## src/rtl/fetch_stage.sv

```systemverilog
// Fetch stage: PC register, instruction register and the ID/EX/WB opcode
// tracking slots, with a saturating stall counter and a terminal halt.

module fetch_stage_op #(
  parameter logic [3:0] NOP_OP = 4'b0000
) (
  input  logic       vld,
  input  logic [3:0] op_field,
  output logic [3:0] opcode
);
  assign opcode = vld ? op_field : NOP_OP;
endmodule

module fetch_stage #(
  parameter int         IMEM_SIZE = 32,
  parameter logic [3:0] NOP_OP    = 4'b0000
) (
  input  logic        clk,
  input  logic        rst_n,
  input  logic        pc_inc,
  input  logic        pc_sel,
  input  logic        pc_load,
  input  logic        pc_rst_n,
  input  logic        ir_wr,
  input  logic        holt,
  input  logic [15:0] jump_target,
  input  logic [15:0] ret_addr,
  input  logic [15:0] imem_data,
  output logic [15:0] imem_addr,
  output logic [15:0] pc_val,
  output logic [15:0] pc_plus1,
  output logic [3:0]  if_opcode,
  output logic [3:0]  id_opcode,
  output logic [3:0]  ex_opcode,
  output logic [3:0]  wb_opcode,
  output logic [15:0] id_instr,
  output logic [15:0] ex_instr,
  output logic        id_vld,
  output logic        ex_vld,
  output logic        wb_vld,
  output logic [15:0] stall_cnt
);

  localparam int STAGES = 3;  // IF(ir)=0, ID=1, EX=2, WB=3

  typedef struct packed {
    logic rst_n;
    logic load;
    logic sel;
    logic inc;
  } pc_ctrl_t;

  if (IMEM_SIZE < 1 || IMEM_SIZE > 65536) begin : g_bad_size
    $error("fetch_stage: IMEM_SIZE out of range");
  end

  pc_ctrl_t               ctrl;
  logic [15:0]            pc, pc_nxt;
  logic [2:0][15:0]       instr_pipe;  // [0]=ir, [1]=ID, [2]=EX
  logic [3:0]             wb_op;       // WB only ever needs the opcode field
  logic [STAGES:0]        vld_pipe;    // [0]=if_vld
  logic [STAGES:0][3:0]   op_field;
  logic [STAGES:0][3:0]   opcode;
  logic                   stall;

  assign ctrl = '{rst_n: pc_rst_n, load: pc_load, sel: pc_sel, inc: pc_inc};

  always_comb begin
    pc_nxt = pc;
    if (!ctrl.rst_n)   pc_nxt = '0;
    else if (ctrl.load) pc_nxt = ctrl.sel ? ret_addr : jump_target;
    else if (ctrl.inc)  pc_nxt = pc + 16'd1;
  end

  assign stall = !ctrl.inc && !ctrl.load;

  // Every non-halted edge moves ir into ID, so if_vld simply follows ir_wr;
  // that is what keeps a word from entering ID twice across stall cycles.
  always_ff @(posedge clk or negedge rst_n) begin
    if (!rst_n) begin
      pc         <= '0;
      instr_pipe <= '0;
      wb_op      <= '0;
      vld_pipe   <= '0;
      stall_cnt  <= '0;
    end else if (!holt) begin
      pc <= pc_nxt;
      if (ir_wr) instr_pipe[0] <= imem_data;
      vld_pipe[0]            <= ir_wr;
      instr_pipe[1]          <= vld_pipe[0] ? instr_pipe[0] : 16'h0000;
      instr_pipe[2]          <= instr_pipe[1];
      wb_op                  <= instr_pipe[2][15:12];
      vld_pipe[STAGES:1]     <= vld_pipe[STAGES-1:0];
      if (stall && stall_cnt != 16'hFFFF) stall_cnt <= stall_cnt + 16'd1;
    end
  end

  for (genvar s = 0; s < STAGES; s++) begin : g_field
    assign op_field[s] = instr_pipe[s][15:12];
  end
  assign op_field[STAGES] = wb_op;

  for (genvar s = 0; s <= STAGES; s++) begin : g_op
    fetch_stage_op #(.NOP_OP(NOP_OP)) u_op (
      .vld      (vld_pipe[s]),
      .op_field (op_field[s]),
      .opcode   (opcode[s])
    );
  end

  assign imem_addr = pc;
  assign pc_val    = pc;
  assign pc_plus1  = pc + 16'd1;
  assign if_opcode = opcode[0];
  assign id_opcode = opcode[1];
  assign ex_opcode = opcode[2];
  assign wb_opcode = opcode[3];
  assign id_instr  = instr_pipe[1];
  assign ex_instr  = instr_pipe[2];
  assign id_vld    = vld_pipe[1];
  assign ex_vld    = vld_pipe[2];
  assign wb_vld    = vld_pipe[3];

endmodule

```

## config.mk

```make
export PLATFORM = sky130hd
export DESIGN_NAME = fetch_stage
export DESIGN_NICKNAME = d
export VERILOG_FILES = /design/src/rtl/fetch_stage.sv
export SDC_FILE = /design/constraint.sdc
export NUM_CORES = 1
export LEC_CHECK = 0
export ABC_AREA = 1
export BUFFER_PORTS_ARGS = -buffer_cell sky130_fd_sc_hd__buf_2
export CAP_MARGIN = 5
export CORE_MARGIN = 10
export CORE_UTILIZATION = 51
export CTS_CLUSTER_SIZE = 20
export DETAILED_ROUTE_END_ITERATION = 8
export HOLD_SLACK_MARGIN = 0.15
export PLACE_DENSITY = 0.81
export SETUP_SLACK_MARGIN = 0.05
export SLEW_MARGIN = 10
export SYNTH_ARGS = -nofsm -noshare
export SYNTH_HDL_FRONTEND = slang
export SYNTH_SLANG_ARGS = --single-unit
export TNS_END_PERCENT = 100
```

## constraint.sdc

```tcl
create_clock -name clk -period 1.6 [get_ports clk]
set_input_delay 0.32 -clock clk [delete_from_list [all_inputs] [get_ports clk]]
set_output_delay 0.32 -clock clk [all_outputs]
set_load 0.02 [all_outputs]
```

==> key figures <==
STA
  • Clock skew: 11.8 ps
  • Final setup viols: 15
  • PnR worst setup slack: -363 ps
  • RSZ-0062 raised after global routing: yes
  • Fmax: 509 MHz
  • Final Hold Vio Count: 0
  • Final period utilization: 1.23
  • Worst hold slack: 173 ps
  • Slew margin rel.: 0.674
  • Tmin final: 1960 ps
  • Measured slew at the worst slew-check pin: 488 ps
  • Max-slew violations: 0

Clock tree
  • Worst-skew pair later-pin latency: 350 ps
  • Root buf cell: clkbuf_8
  • Clk sinks: 88
  • Num CTS Buffers: 9
  • CTS tree: built
  • Htree depth: 3
  • Worst-path clk slew: 100 ps
  • Clock buffer depth: 2

Global route
  • Gr usage total: 0.198
  • Largest net degree at the start of global routing: 89
  • First-pass GRT wire length: 23100 um
  • GRT overflow: 0
  • Number of global-route vias before repair: 4718
  • Initial antenna violation count: 0

Setup path
  • Crit path max fanout: 4
  • CP arrival: 1640 ps
  • Setup crit end kind: output pin
  • Critical path class: reg2out
  • CP Data Required Time: 1280 ps
  • CP Launch Type: register

Floorplanning
  • Ports: 171
  • Die Width: 118 um
  • Initial Util: 0.525
  • Die area: 13900 um^2
  • Die height: 118 um
  • Num rows: 35
  • Core Region: 9280 um^2

Job
  • Max-cap check violation count: 0

Cells and area
  • Ant. Diodes: 0
  • Non-filler cells, final: 940
  • Most frequent cells in the layout: 205 x nand2_1, 154 x buf_2, 75 x dfrtp_1
  • Fin nets: 864
  • Commonest non-fill, non-tap cell in the layout: nand2_1
  • Layout cell share with drive strength beyond 1: 0.375
  • Area Overhead vs Synth: 30.3%

Synthesis
  • Mapped Area: 4880 um^2
  • Largest area contributor in the netlist: dfrtp_1
  • Top cell type's share of synthesized area: 0.452
  • Synth warn: 0
  • Number of synthesized register bits: 88
  • Distinct cell type count after synthesis: 29
  • Syn nets: 706
  • Top post-synthesis cells by area: dfrtp_1 45%, nand2_1 17%, buf_4 7.5%, inv_1 5.5%, nor2_1 4.2%
  • Average cell area after synthesis: 7.52 um^2
  • Mapped Cells: 648
  • Share of the yosys chip area belonging to registers: 0.452

Power and ir drop
  • Pwr per Cell Area: 947 nW/um^2
  • Power share of the combinational group: 0.293
  • Int Pwr: 0.00377 W
  • Max rail drop VDD: 0.536 mV
  • Net Sw Frac: 0.373
  • Pleak: 3.57 nW
  • Seq pwr share: 0.454
  • Clock power share: 0.253
  • Switch Pwr: 0.00225 W

Place
  • HPWL after DPL: 10700 um
  • Cells after DPL: 908
  • Gp weighted congestion: 0.914
  • Number of port buffers: 170

Routing
  • Antenna Nets Post-Route: 0
  • DR DRC count: 0
  • Vias per Instance: 4.99
  • DRT Wirelength: 14600 um
  • Vias: 4688
  • DR WL/cell: 15.5 um
  • DR iter-0 viols: 435
  • First-pass DRT Iterations: 5

Run status
  • Status: finished, violations left
  • Violated checks: setup timing

Hold path
  • Worst min path class: in2reg
==> kinds of logic after synthesis <==
family / after synthesis / share of synthesized area
AND/OR/NAND/NOR: 310 / 0.257
multiplexers: 4 / 0.00924
XOR/XNOR: 17 / 0.0305
flip-flops: 88 / 0.452
buffers and inverters: 146 / 0.157
AO/OA/AOI/OAI: 81 / 0.0893
adder cells (fa/ha/maj): 2 / 0.00513
==> repair_timing <==
action	4_1_cts	5_1_grt
buffers inserted	14	7
endpoints found under the hold margin	88	0
hold buffers	1	0
endpoints found under the setup margin	29	36
gates cloned	0	0
gates resized for setup	40	45
pin swaps	5	11
==> registers in the layout (all words and copies together), names as in the netlist <==
signal      cells
instr_pipe     16
vld_pipe        4
stall_cnt      16
imem_addr      16
id_instr       16
wb_op           4
ex_instr       16
==> stage by stage <==
stage | power, W | worst slack (ps) | TNS, ps | area [um^2] | util
after floorplan | 0.00385 | 56.1 | 0 | 4940 | -
after global placement | 0.00432 | 12.0 | 0 | 5750 | 0.619
after detailed placement | 0.00437 | -14.2 | -14.2 | 5750 | 0.619
after CTS | 0.00598 | -339 | -4560 | 6190 | 0.667
after global routing | 0.00635 | -457 | -5790 | 6350 | 0.684
final | 0.00601 | -363 | -4550 | 6350 | 0.684
==> cell type report <==
class                      instances  area [um^2]
multi-input combinational        414         2130
tap                              129          161
timing repair buffer             215         1350
sequential                        88         2220
clock inverter                     7         73.8
fill                             733         2930
clock buffer                       9          124
inverter                          78          295
==> power groups by stage <==
| stage | Sequential (W) | Combinational, W | Clock [W] |
|---|---|---|---|
| 5_1_grt | 0.00277 | 0.00192 | 0.00166 |
| 6_report | 0.00273 | 0.00176 | 0.00152 |
| 2_1_floorplan | 0.00284 | 0.00101 | 0 |
| 3_5_place_dp | 0.00275 | 0.00162 | 0 |
| 4_1_cts | 0.00271 | 0.00170 | 0.00157 |
| 3_3_place_gp | 0.00274 | 0.00158 | 0 |
==> path summary, 6_finish.rpt <==
| path | start | to | slack [ps] | depth (start not counted) |
|---|---|---|---|---|
| setup / recovery | imem_addr[1]$_DFFE_PN0P_ | pc_plus1[2] | -360 | 6 |
| max in group asynchronous | rst_n | vld_pipe[3]$_DFFE_PN0N_ | 650 | 3 |
| setup reg to reg | imem_addr[1]$_DFFE_PN0P_ | imem_addr[10]$_DFFE_PN0P_ | -340 | 14 |
| min in group asynchronous | rst_n | imem_addr[3]$_DFFE_PN0P_ | 530 | 3 |
| hold reg to reg | ex_instr[5]$_DFFE_PN0N_ | ex_instr[5]$_DFFE_PN0N_ | 490 | 2 |
| hold / removal | imem_data[14] | instr_pipe[14]$_DFFE_PN0P_ | 170 | 2 |
==> worst max-delay path, stage by stage (launching register included) <==
cell     delay, ps
dfrtp_2        470
ha_4           190
buf_4          130
buf_6          100
buf_6          100
xor2_2         160
buf_6          140
==> layer usage <==
metal / vias up / GRT usage / share of wire
met5: - / 0 / 0
met4: 0 / 0.0796 / 0.026
met3: 34 / 0.0542 / 0.078
met2: 225 / 0.335 / 0.48
met1: 2169 / 0.231 / 0.41
li1: 2260 / - / -
==> cell usage after synthesis <==
| master | count |
|---|---|
| nand4_1 | 4 |
| mux2_1 | 4 |
| xor2_1 | 10 |
| clkinv_1 | 1 |
| nor2_1 | 55 |
| nor3_1 | 1 |
| nand4_2 | 1 |
| inv_1 | 71 |
| ha_1 | 2 |
| or2_4 | 1 |
| nand2_2 | 2 |
| clkbuf_8 | 1 |
| a21oi_1 | 23 |
| dfrtp_1 | 88 |
| nor2_4 | 3 |
| nor2_2 | 4 |
| o22ai_1 | 15 |
| inv_2 | 6 |
| buf_2 | 6 |
| o21ai_4 | 1 |
| xnor2_1 | 7 |
| nand3_1 | 20 |
| buf_4 | 49 |
| o21ai_1 | 3 |
| nand2_1 | 218 |
| o21ai_0 | 39 |
| buf_6 | 2 |
| clkbuf_1 | 10 |
| nand3b_1 | 1 |
(Power assumes the default switching activity.)
